**src/rtl/alu_pkg.sv**
```systemverilog
// Shared constants, FSM state type and flag helpers for the ALU command issuer.
package alu_pkg;

  localparam logic [2:0] SEL_ADD = 3'b000;
  localparam logic [2:0] SEL_SUB = 3'b001;
  localparam logic [2:0] SEL_NOT = 3'b010;
  localparam logic [2:0] SEL_AND = 3'b011;
  localparam logic [2:0] SEL_OR  = 3'b100;
  localparam logic [2:0] SEL_XOR = 3'b101;
  localparam logic [2:0] SEL_SLT = 3'b110;
  localparam logic [2:0] SEL_SEQ = 3'b111;

  localparam logic [3:0] OP_MUL = 4'd8;
  localparam logic [3:0] OP_LDI = 4'd9;

  localparam int FLAG_C = 3;
  localparam int FLAG_Z = 2;
  localparam int FLAG_V = 1;
  localparam int FLAG_E = 0;

  typedef enum logic [1:0] {
    IDLE = 2'd0,
    EXEC = 2'd1,
    RESP = 2'd2
  } state_t;

  // SUB, SLT and SEQ need the ALU's subtract/compare path.
  function automatic logic uses_in_c(input logic [3:0] op);
    return (op == {1'b0, SEL_SUB}) || (op == {1'b0, SEL_SLT}) || (op == {1'b0, SEL_SEQ});
  endfunction

  function automatic logic [3:0] make_flags(input logic c, input logic z, input logic v,
                                            input logic e);
    logic [3:0] f;
    f         = '0;
    f[FLAG_C] = c;
    f[FLAG_Z] = z;
    f[FLAG_V] = v;
    f[FLAG_E] = e;
    return f;
  endfunction

endpackage

```
**src/rtl/alu_issuer_if.sv**
```systemverilog
// Command, response and ALU-side signals of the issuer, bundled for port connection.
interface alu_issuer_if;
  // Both handshakes: a transfer happens on a rising edge where valid and ready are
  // both high; once raised, valid and its payload stay stable until that transfer.
  logic       cmd_valid;
  logic       cmd_ready;
  logic [3:0] cmd_op;
  logic [1:0] cmd_rd;
  logic [1:0] cmd_rs1;
  logic [1:0] cmd_rs2;
  logic [3:0] cmd_imm;

  logic [2:0] alu_select;
  logic       alu_in_c;
  logic [3:0] alu_in_x;
  logic [3:0] alu_in_y;
  logic [3:0] alu_out_s;
  logic       alu_out_c;
  logic       alu_zero;
  logic       alu_overflow;

  logic       rsp_valid;
  logic       rsp_ready;
  logic [3:0] rsp_data;
  logic [3:0] rsp_flags;

  modport slave (
    input  cmd_valid, cmd_op, cmd_rd, cmd_rs1, cmd_rs2, cmd_imm,
    output cmd_ready,
    output alu_select, alu_in_c, alu_in_x, alu_in_y,
    input  alu_out_s, alu_out_c, alu_zero, alu_overflow,
    output rsp_valid, rsp_data, rsp_flags,
    input  rsp_ready
  );

  modport master (
    output cmd_valid, cmd_op, cmd_rd, cmd_rs1, cmd_rs2, cmd_imm,
    input  cmd_ready,
    input  alu_select, alu_in_c, alu_in_x, alu_in_y,
    output alu_out_s, alu_out_c, alu_zero, alu_overflow,
    input  rsp_valid, rsp_data, rsp_flags,
    output rsp_ready
  );
endinterface

```
**src/rtl/issuer_regfile.sv**
```systemverilog
// 4x4-bit register file: two asynchronous read ports, one synchronous write port.
module issuer_regfile (
  input  logic       clk,
  input  logic       rst_n,
  input  logic       we,
  input  logic [1:0] waddr,
  input  logic [3:0] wdata,
  input  logic [1:0] raddr1,
  output logic [3:0] rdata1,
  input  logic [1:0] raddr2,
  output logic [3:0] rdata2
);
  logic [3:0] mem [4];

  always_ff @(posedge clk or negedge rst_n) begin
    if (!rst_n) begin
      for (int i = 0; i < 4; i++) mem[i] <= 4'd0;
    end else if (we) begin
      mem[waddr] <= wdata;
    end
  end

  assign rdata1 = mem[raddr1];
  assign rdata2 = mem[raddr2];
endmodule

```
**src/rtl/alu_issuer.sv**
```systemverilog
// Command front-end for the external 4-bit ALU: issues ops, LDI and iterative MUL,
// writes results back to the register file and returns a response.
import alu_pkg::*;

module alu_issuer (
  input  logic         clk,
  input  logic         rst_n,
  alu_issuer_if.slave  bus,
  output state_t       dbg_state
);
  state_t     state, next_state;
  logic       is_mul;
  logic       sticky_c;
  logic [3:0] cnt;
  logic [1:0] rd_q;
  logic       we;
  logic [1:0] waddr;
  logic [3:0] wdata;
  logic [3:0] rs1_data, rs2_data;
  logic [2:0] alu_select;
  logic       alu_in_c;
  logic [3:0] alu_in_x, alu_in_y;
  logic [3:0] rsp_data, rsp_flags;

  issuer_regfile u_regfile (
    .clk    (clk),
    .rst_n  (rst_n),
    .we     (we),
    .waddr  (waddr),
    .wdata  (wdata),
    .raddr1 (bus.cmd_rs1),
    .rdata1 (rs1_data),
    .raddr2 (bus.cmd_rs2),
    .rdata2 (rs2_data)
  );

  always_ff @(posedge clk or negedge rst_n) begin
    if (!rst_n) state <= IDLE;
    else        state <= next_state;
  end

  // A zero-multiplier MUL writes its (zero) product at accept and skips EXEC.
  always_comb begin
    next_state = state;
    we         = 1'b0;
    waddr      = rd_q;
    wdata      = bus.alu_out_s;
    case (state)
      IDLE: begin
        if (bus.cmd_valid) begin
          if (bus.cmd_op == OP_MUL && rs2_data == 4'd0) begin
            next_state = RESP;
            we         = 1'b1;
            waddr      = bus.cmd_rd;
            wdata      = 4'd0;
          end else if (bus.cmd_op > OP_LDI) begin
            next_state = RESP;
          end else begin
            next_state = EXEC;
          end
        end
      end
      EXEC: begin
        if (!is_mul || cnt == 4'd1) begin
          next_state = RESP;
          we         = 1'b1;
        end
      end
      RESP: begin
        if (bus.rsp_ready) next_state = IDLE;
      end
      default: next_state = IDLE;
    endcase
  end

  always_ff @(posedge clk or negedge rst_n) begin
    if (!rst_n) begin
      is_mul     <= 1'b0;
      sticky_c   <= 1'b0;
      cnt        <= 4'd0;
      rd_q       <= 2'd0;
      alu_select <= SEL_ADD;
      alu_in_c   <= 1'b0;
      alu_in_x   <= 4'd0;
      alu_in_y   <= 4'd0;
      rsp_data   <= 4'd0;
      rsp_flags  <= 4'd0;
    end else begin
      case (state)
        IDLE: begin
          if (bus.cmd_valid) begin
            rd_q       <= bus.cmd_rd;
            is_mul     <= 1'b0;
            sticky_c   <= 1'b0;
            cnt        <= rs2_data;
            alu_select <= SEL_ADD;
            alu_in_c   <= 1'b0;
            if (bus.cmd_op < OP_MUL) begin
              alu_select <= bus.cmd_op[2:0];
              alu_in_c   <= uses_in_c(bus.cmd_op);
              alu_in_x   <= rs1_data;
              alu_in_y   <= rs2_data;
            end else if (bus.cmd_op == OP_LDI) begin
              alu_in_x <= bus.cmd_imm;
              alu_in_y <= 4'd0;
            end else if (bus.cmd_op == OP_MUL) begin
              // x is the running accumulator, y the multiplicand; rs2 counts iterations.
              is_mul   <= 1'b1;
              alu_in_x <= 4'd0;
              alu_in_y <= rs1_data;
              if (rs2_data == 4'd0) begin
                rsp_data  <= 4'd0;
                rsp_flags <= make_flags(1'b0, 1'b1, 1'b0, 1'b0);
              end
            end else begin
              rsp_data  <= 4'd0;
              rsp_flags <= make_flags(1'b0, 1'b0, 1'b0, 1'b1);
            end
          end
        end
        EXEC: begin
          if (is_mul) begin
            alu_in_x <= bus.alu_out_s;
            cnt      <= cnt - 4'd1;
            sticky_c <= sticky_c | bus.alu_out_c;
            if (cnt == 4'd1) begin
              rsp_data  <= bus.alu_out_s;
              rsp_flags <= make_flags(sticky_c | bus.alu_out_c, bus.alu_out_s == 4'd0,
                                      1'b0, 1'b0);
            end
          end else begin
            rsp_data  <= bus.alu_out_s;
            rsp_flags <= make_flags(bus.alu_out_c, bus.alu_zero, bus.alu_overflow, 1'b0);
          end
        end
        default: ;
      endcase
    end
  end

  assign bus.cmd_ready  = (state == IDLE);
  assign bus.rsp_valid  = (state == RESP);
  assign bus.rsp_data   = rsp_data;
  assign bus.rsp_flags  = rsp_flags;
  assign bus.alu_select = alu_select;
  assign bus.alu_in_c   = alu_in_c;
  assign bus.alu_in_x   = alu_in_x;
  assign bus.alu_in_y   = alu_in_y;
  assign dbg_state      = state;
endmodule

```
**src/flat_wrapper.sv**
```systemverilog
// flat-port wrapper written by rule: the top's interface ports become plain ports
module alu_issuer_flat 
  (clk, rst_n, dbg_state, bus_cmd_valid, bus_cmd_op, bus_cmd_rd, bus_cmd_rs1, bus_cmd_rs2, bus_cmd_imm, bus_cmd_ready, bus_alu_select, bus_alu_in_c, bus_alu_in_x, bus_alu_in_y, bus_alu_out_s, bus_alu_out_c, bus_alu_zero, bus_alu_overflow, bus_rsp_valid, bus_rsp_data, bus_rsp_flags, bus_rsp_ready);
  alu_issuer_if bus_i ();
  input  logic clk;
  input  logic rst_n;
  output state_t dbg_state;
  input wire logic [$bits(bus_i.cmd_valid)-1:0] bus_cmd_valid;
  input wire logic [$bits(bus_i.cmd_op)-1:0] bus_cmd_op;
  input wire logic [$bits(bus_i.cmd_rd)-1:0] bus_cmd_rd;
  input wire logic [$bits(bus_i.cmd_rs1)-1:0] bus_cmd_rs1;
  input wire logic [$bits(bus_i.cmd_rs2)-1:0] bus_cmd_rs2;
  input wire logic [$bits(bus_i.cmd_imm)-1:0] bus_cmd_imm;
  output wire logic [$bits(bus_i.cmd_ready)-1:0] bus_cmd_ready;
  output wire logic [$bits(bus_i.alu_select)-1:0] bus_alu_select;
  output wire logic [$bits(bus_i.alu_in_c)-1:0] bus_alu_in_c;
  output wire logic [$bits(bus_i.alu_in_x)-1:0] bus_alu_in_x;
  output wire logic [$bits(bus_i.alu_in_y)-1:0] bus_alu_in_y;
  input wire logic [$bits(bus_i.alu_out_s)-1:0] bus_alu_out_s;
  input wire logic [$bits(bus_i.alu_out_c)-1:0] bus_alu_out_c;
  input wire logic [$bits(bus_i.alu_zero)-1:0] bus_alu_zero;
  input wire logic [$bits(bus_i.alu_overflow)-1:0] bus_alu_overflow;
  output wire logic [$bits(bus_i.rsp_valid)-1:0] bus_rsp_valid;
  output wire logic [$bits(bus_i.rsp_data)-1:0] bus_rsp_data;
  output wire logic [$bits(bus_i.rsp_flags)-1:0] bus_rsp_flags;
  input wire logic [$bits(bus_i.rsp_ready)-1:0] bus_rsp_ready;
  assign bus_i.cmd_valid = bus_cmd_valid;
  assign bus_i.cmd_op = bus_cmd_op;
  assign bus_i.cmd_rd = bus_cmd_rd;
  assign bus_i.cmd_rs1 = bus_cmd_rs1;
  assign bus_i.cmd_rs2 = bus_cmd_rs2;
  assign bus_i.cmd_imm = bus_cmd_imm;
  assign bus_cmd_ready = bus_i.cmd_ready;
  assign bus_alu_select = bus_i.alu_select;
  assign bus_alu_in_c = bus_i.alu_in_c;
  assign bus_alu_in_x = bus_i.alu_in_x;
  assign bus_alu_in_y = bus_i.alu_in_y;
  assign bus_i.alu_out_s = bus_alu_out_s;
  assign bus_i.alu_out_c = bus_alu_out_c;
  assign bus_i.alu_zero = bus_alu_zero;
  assign bus_i.alu_overflow = bus_alu_overflow;
  assign bus_rsp_valid = bus_i.rsp_valid;
  assign bus_rsp_data = bus_i.rsp_data;
  assign bus_rsp_flags = bus_i.rsp_flags;
  assign bus_i.rsp_ready = bus_rsp_ready;
  alu_issuer u_core (.clk(clk), .rst_n(rst_n), .bus(bus_i), .dbg_state(dbg_state));
endmodule
```
**config.mk**
```make
export PLATFORM = sky130hd
export DESIGN_NAME = alu_issuer_flat
export DESIGN_NICKNAME = d
export VERILOG_FILES = /design/src/rtl/alu_pkg.sv /design/src/rtl/alu_issuer_if.sv /design/src/rtl/issuer_regfile.sv /design/src/rtl/alu_issuer.sv /design/src/flat_wrapper.sv
export SDC_FILE = /design/constraint.sdc
export NUM_CORES = 1
export LEC_CHECK = 0
export CAP_MARGIN = 20
export CORE_MARGIN = 5
export CORE_UTILIZATION = 60
export DETAILED_ROUTE_END_ITERATION = 10
export DONT_BUFFER_PORTS = 1
export GPL_TIMING_DRIVEN = 0
export PLACE_DENSITY = 0.77
export SLEW_MARGIN = 20
export SYNTH_ARGS = -nofsm -noshare
export SYNTH_HDL_FRONTEND = slang
export SYNTH_SLANG_ARGS = --single-unit
```
**constraint.sdc**
```tcl
create_clock -name clk -period 5.05 [get_ports clk]
set_clock_uncertainty 0.05 [all_clocks]
set_input_delay 0 -clock clk [delete_from_list [all_inputs] [get_ports clk]]
set_output_delay 0 -clock clk [all_outputs]
set_load 0.01 [all_outputs]
```
==> results_dict.tcl, run 1 <==
set metrics [dict create \
    status "completed" \
    area_growth_pct 14.6 \
    synthArstFlopShare_pct 100 \
    seq_area_frac_synth_pct 47.3 \
    hpwlAfterDp_um 4360 \
    synth-simple-area-share_pct 12.5 \
    finalWorstSetupSlack_ps 2590 \
    rsz0062_at_grt "no" \
    holdPathStages 4 \
    path_clk_slew_ps 90 \
    synth_top_family_by_area "compound AO/OA/AOI/OAI gates" \
    synth_area_um2 2430 \
    layout_common_cells "dfrtp_1 (46), nand2_1 (19), nor2_1 (18), a22o_1 (18), dlygate4sd3_1 (17)" \
    grt_pass1_vias 2099 \
    setup_violations 0 \
    antenna_found_initial 1 \
    cts_sinks 46 \
    synth_edf_count 0 \
    powerDensity_nw_per_um2 542 \
    required_ps 5190 \
    initial_utilization_pct 61.2 \
    numCtsBuffers 5 \
    hold_start "bus_alu_out_c" \
    finalHoldViolations 0 \
    r2r_cells 7 \
    max_freq_mhz 407 \
    synthAdderAreaFrac_pct 1.03 \
    yosys_register_bits 46 \
    fp.dieH_um 73.7 \
    cts.htree.levels 2 \
    numPortBuffers 0 \
    synth_cell_type_count 43 \
    crit_path_max_fanout 8 \
    min_delay_worst_endpoint "u_core.bus.rsp_flags[3]$_DFFE_PN0P_" \
    cp-start-kind "flop" \
    grt_overflow_total 0 \
    grt_pass1_wl_um 10300 \
    hp-class "input port to flop" \
    cts_buffer_depth 2 \
    gp_congestion 0.883 \
    maxCapViolations 0 \
    syn_area_per_cell_um2 11.5 \
    clk_latency_ps 310 \
    synth.area.mux_share_pct 9.42 \
    worst_pin_slew_ps 762 \
    vias 1965 \
    wl_per_cell_um 22.1 \
    reg2reg_to "u_core.u_regfile.mem[15]$_DFFE_PN0P_" \
    criticalPathCategory "flop to flop" \
    drive_above_1_share_pct 12.7 \
    rows 23 \
    finalPower_uw 1510 \
    yosys_warnings 0 \
    io_pins 49 \
    drcViolationCount 0 \
    multiInputGateArea_um2 1210 \
    worstReg2RegStart "u_core.cnt[1]$_DFFE_PN0P_" \
    finalMaxSlewViolations 0 \
    grt_max_degree 47 \
    fin_crit_sh_pct 48.7 \
    fin_nets 263 \
    cts.repair.resized 0 \
    end_kind "flop" \
    synth_compound_area_share_pct 26.3 \
    drtIter0Drc 218 \
    max-slew-margin-rel_pct 48.5 \
    p_leak_uw 0.00118 \
    synth_ff_type "dfrtp_1" \
    post-route-util_pct 70.1 \
    cts_tree "built" \
    nFillCells 275 \
    ir_drop_mv 0.282 \
    ant_nets 0 \
    drt-vias-per-instance 6.82 \
    grt.total_usage_pct 25.3 \
    fin_crit_ps 2460 \
    finalSetupTns_ps 0 \
    placeableCoreArea_um2 3970 \
    root_buffer "clkbuf_8" \
    rrSetupSlack_ps 2590 \
    dieArea_um2 5430 \
    drtPass1Iterations 4 \
    cp.arrival_ps 2600 \
    syn_inst 211 \
    die_x_um 73.7 \
    seq_area_um2 1150 \
    synth-xor-area-share_pct 0.360 \
    synth_nets 238 \
    mostFrequentLayoutCell "dfrtp_1" \
    routed_wl_um 6370 \
    place_worst_setup_slack_ps 2630 \
]
## Yosys cell counts, types with 3 or more instances
cell type | instances | area, um2
a22o_1 | 18 | 158
a21oi_1 | 13 | 65.1
mux4_2 | 7 | 158
dfrtp_1 | 46 | 1150
inv_1 | 8 | 30.0
a32o_1 | 5 | 50.1
nand3_1 | 3 | 15.0
a221oi_1 | 5 | 43.8
mux2_2 | 4 | 45.0
a2111oi_4 | 4 | 110
clkbuf_1 | 9 | 33.8
a41oi_1 | 4 | 35.0
nand2_1 | 19 | 71.3
a22oi_1 | 7 | 52.6
o21ai_0 | 6 | 30.0
nor2b_1 | 3 | 18.8
nor2_1 | 18 | 67.6
## critical path, stage by stage, from the launching register on
cell and delay, ps:
dfrtp_1 400, inv_1 110, ha_1 150, or3b_2 430, buf_2 220, a2111oi_4 540
a41oi_1 190, a22o_1 260
## flip-flops by register name, indices dropped and copies added (netlist names), 2 cells and up
name / flops
u_core.bus.alu_in_x: 4
u_core.bus.alu_in_y: 4
u_core.bus.alu_select: 3
u_core.u_regfile.mem: 16
u_core.cnt: 4
u_core.rd_q: 2
u_core.bus.rsp_flags: 4
u_core.dbg_state: 2
u_core.bus.rsp_data: 4
## per-stage QoR
stage | hold slack, ps | std cells | area, um2
6_report | 10.1 | 288 | 2790
5_1_grt | 6.29 | 288 | 2790
4_1_cts | 9.82 | 287 | 2780
3_5_place_dp | -344 | 261 | 2490
3_3_place_gp | -344 | 261 | 2490
2_1_floorplan | -346 | 211 | 2430
## kinds of logic (layout without fill, tap and decap cells)
family,Yosys count,in the layout
flip-flops,46,46
AND/OR/NAND/NOR,57,57
multiplexers,12,12
other,0,1
adder cells (fa/ha/maj),2,2
buffers and inverters,19,45
AO/OA/AOI/OAI,74,74
XOR/XNOR,1,1
## worst max-delay path by stage
stage	startpoint	end	depth (start not counted)
6_report	u_core.cnt[1]$_DFFE_PN0P_	u_core.u_regfile.mem[15]$_DFFE_PN0P_	7
4_1_cts	u_core.cnt[1]$_DFFE_PN0P_	u_core.u_regfile.mem[13]$_DFFE_PN0P_	7
3_3_place_gp	u_core.cnt[1]$_DFFE_PN0P_	u_core.u_regfile.mem[14]$_DFFE_PN0P_	7
2_1_floorplan	u_core.cnt[1]$_DFFE_PN0P_	u_core.u_regfile.mem[4]$_DFFE_PN0P_	7
3_5_place_dp	u_core.cnt[1]$_DFFE_PN0P_	u_core.u_regfile.mem[13]$_DFFE_PN0P_	7
5_1_grt	u_core.dbg_state[0]$_DFFE_PN0P_	u_core.bus.alu_in_c$_DFFE_PN0P_	5
## cell type report
cell class / count / area share, %
Timing Repair Buffer: 18 / 7.10
Antenna cell: 1 / 0.0898
Inverter: 8 / 1.08
Clock buffer: 7 / 3.10
Clock inverter: 1 / 0.180
Buffer: 11 / 1.57
Sequential cell: 46 / 41.3
Tap cell: 50 / 2.25
Multi-Input combinational cell: 146 / 43.3
## per-layer routing
layer / GRT usage [%] / up-vias / share of wire (%)
met2: 42.3 / 88 / 51
met3: 8.07 / 11 / 8.2
met4: 9.05 / 0 / 1.8
met5: 0 / - / 0
li1: - / 874 / -
met1: 30.5 / 992 / 39
## what timing repair did
action	CTS	global route
hold endpoints to repair	82	0
hold buffers	18	0
setup buffers	0	0
## where the power goes
group / internal, uW / total [uW] / switching [uW]
Combinational: 267 / 570 / 303
Sequential: 529 / 708 / 179
Clock: 111 / 232 / 122
(Power assumes the default switching activity.)
==> run 2: changes to the inputs <==
--- a/config.mk
+++ b/config.mk
@@ -7,11 +7,11 @@
 export LEC_CHECK = 0
 export CAP_MARGIN = 20
 export CORE_MARGIN = 5
-export CORE_UTILIZATION = 60
+export CORE_UTILIZATION = 57
 export DETAILED_ROUTE_END_ITERATION = 10
 export DONT_BUFFER_PORTS = 1
 export GPL_TIMING_DRIVEN = 0
-export PLACE_DENSITY = 0.77
+export PLACE_DENSITY = 0.76
 export SLEW_MARGIN = 20
 export SYNTH_ARGS = -nofsm -noshare
 export SYNTH_HDL_FRONTEND = slang
==> constraint.sdc (replaced) <==
create_clock -name clk -period 2 [get_ports clk]
set_clock_uncertainty 0.05 [all_clocks]
set_input_delay 0 -clock clk [delete_from_list [all_inputs] [get_ports clk]]
set_output_delay 0 -clock clk [all_outputs]
set_load 0.01 [all_outputs]
==> run 2 against run 1 <==
  * The run now ends with hold timing, setup timing left
  * Via count grew 2.9%
  * Worst hold slack lost 11 ps
  * Clock-buffer cell count shrank 1
  * Sequential cell count is the same
  * Die area grew 4.5%
  * Sequential power grew to 2.5 times the previous value
  * Non-clock buffer count grew 15
  * First-iteration DRC count shrank 15%
  * Critical endpoint is now u_core.bus.rsp_data[1]$_DFFE_PN0P_
  * Largest cell class unchanged
  * Largest power group is now combinational logic
  * Highest routed layer unchanged
==> results_dict.tcl, run 2 (synthesis results as in run 1) <==
set metrics [dict create \
    power.internal_uw 2650 \
    area_growth_pct 25.8 \
    fin_nets 278 \
    worstReg2RegStart "u_core.u_regfile.mem[2]$_DFFE_PN0P_" \
    rrSetupSlack_ps -40 \
    p_leak_uw 0.00129 \
    largest_reg_flops 16 \
    drive_above_1_share_pct 25.8 \
    drt-vias-per-instance 6.70 \
    setup_violations 6 \
    clk_latency_ps 310 \
    path_delay_family "multiplexers" \
    drtIter0Drc 186 \
    powerDensity_nw_per_um2 1420 \
    p_sw_share_pct 38.9 \
    finalWorstSetupSlack_ps -44.6 \
    p_seq_share_pct 41.6 \
    max-slew-margin-rel_pct 50.4 \
    fin_crit_sh_pct 102 \
    critPathMaxStageDelay_ps 540 \
    reg2reg_to "u_core.bus.rsp_data[1]$_DFFE_PN0P_" \
    rows 23 \
    io_pins 49 \
    antenna_found_initial 0 \
    gp_congestion 0.886 \
    initial_utilization_pct 59.9 \
    seq_area_um2 1150 \
    numPortBuffers 0 \
    grt_pass1_wl_um 10600 \
    numCtsBuffers 5 \
    hold_start "bus_cmd_imm[1]" \
    rsz0062_at_grt "yes" \
    max_freq_mhz 489 \
    grt_max_degree 47 \
    mostFrequentLayoutCell "dfrtp_1" \
    p_sw_uw 1680 \
    wl_per_cell_um 22.4 \
    path_cells "mux4_2, nor4_4, buf_4, nand4_4, a32o_1" \
    grt.total_usage_pct 25.5 \
    ant_nets 0 \
    dp_cells 261 \
    cp-start-kind "flop" \
    cp.arrival_ps 2190 \
    crit_path_top_delay_cell "mux4_2" \
    n_antenna_cell 0 \
    hp-class "input port to flop" \
    grt_overflow_total 0 \
    hpwlAfterDp_um 4380 \
    die_x_um 75.3 \
    fp.dieH_um 75.3 \
    clkPwrFrac_pct 16.1 \
    status "finished, violations left" \
    finalHoldViolations 1 \
    instances_no_fill 302 \
    cp_num_buf_inv 1 \
    cts.htree.levels 2 \
    cts_buffer_depth 2 \
    holdPathStages 3 \
    finalPower_uw 4330 \
    combPwrFrac_pct 42.4 \
    drcViolationCount 0 \
    violations "hold timing, setup timing" \
    grt_pass1_vias 2058 \
    min_delay_worst_endpoint "u_core.bus.alu_in_x[1]$_DFFE_PN0P_" \
    whs_ps -0.563 \
    criticalPathCategory "flop to flop" \
    multiInputGateArea_um2 1320 \
    routed_wl_um 6770 \
    crit_path_max_fanout 8 \
    r2r_cells 5 \
    worst_pin_slew_ps 734 \
    drtPass1Iterations 4 \
    ir_drop_mv 0.787 \
    fin_crit_ps 2040 \
    path_clk_slew_ps 90 \
    maxCapViolations 0 \
    cts_sinks 46 \
    root_buffer "clkbuf_8" \
    vias 2022 \
    placeableCoreArea_um2 4060 \
    required_ps 2140 \
    regMostFlops "u_core.u_regfile.mem" \
    nFillCells 262 \
    layout_common_cells "dfrtp_1 (45), nor2_1 (18), a22o_1 (18), buf_4 (18)" \
    dieArea_um2 5670 \
    finalMaxSlewViolations 0 \
    cts_tree "built" \
    end_kind "flop" \
]
[run 2: final cells by class]
class	count	share of cell area, %
clock buffers	6	2.37
multi-input cells	146	43.1
flip-flops and latches	46	37.7
clock inverters	2	1.23
well taps	50	2.05
plain buffers	7	1.31
inverters	8	0.982
repair buffers	37	11.3
[run 2: worst register-to-register path, delay by kind of cell (launching register included)]
| kind | cells | cell delay (ps) |
|---|---|---|
| AOI/OAI and AO/OA | 1 | 310 |
| buffers and inverters | 1 | 180 |
| DFF | 1 | 410 |
| muxes | 1 | 540 |
| and+or+nand+nor | 2 | 450 |
[run 2: power groups by stage]
stage               Sequential, uW  Combinational [uW]  Clock [uW]
CTS                           1790                1660         700
global route                  1840                1980         745
detailed placement            1800                1380           0
finish                        1800                1830         696
global placement              1770                1320           0
floorplan                     1680                1140           0
[run 2: timing repair]
action	CTS	global route
buffers inserted	12	7
hold buffers	17	1
gates cloned	0	0
endpoints found under the setup margin	31	27
pin swaps	9	21
hold endpoints to repair	82	7
gates resized for setup	19	8
[run 2: per-layer routing]
metal  share of wire [%]  global-route usage (%)
met1                  39                    32.8
met2                  51                    41.6
met3                 7.4                    6.73
met4                 2.4                    9.32
met5                   0                       0
[run 2: through the flow]
stage	setup TNS [ps]	area (um2)	hold slack, ps	util, %	setup WS, ps
after detailed placement	-7860	2530	-345	62.3	-363
after CTS	-210	2970	0.781	73.1	-58.0
after floorplan	-733	2460	-346	-	-36.3
final	-142	3060	-0.563	75.4	-44.6
after global placement	-6270	2530	-344	62.3	-300
after global routing	-917	3060	10.2	75.4	-103
[run 2: worst max path at each step]
stage | from | endpoint | slack [ps] | cells after the start
final | u_core.u_regfile.mem[2]$_DFFE_PN0P_ | u_core.bus.rsp_data[1]$_DFFE_PN0P_ | -40 | 5
after global routing | u_core.u_regfile.mem[2]$_DFFE_PN0P_ | u_core.bus.rsp_data[2]$_DFFE_PN0P_ | -100 | 5
after CTS | u_core.cnt[1]$_DFFE_PN0P_ | u_core.u_regfile.mem[7]$_DFFE_PN0P_ | -60 | 7
after detailed placement | u_core.u_regfile.mem[3]$_DFFE_PN0P_ | u_core.u_regfile.mem[14]$_DFFE_PN0P_ | -360 | 4
after global placement | u_core.u_regfile.mem[3]$_DFFE_PN0P_ | u_core.u_regfile.mem[14]$_DFFE_PN0P_ | -300 | 4
after floorplan | u_core.u_regfile.mem[3]$_DFFE_PN0P_ | u_core.bus.rsp_data[0]$_DFFE_PN0P_ | -40 | 4
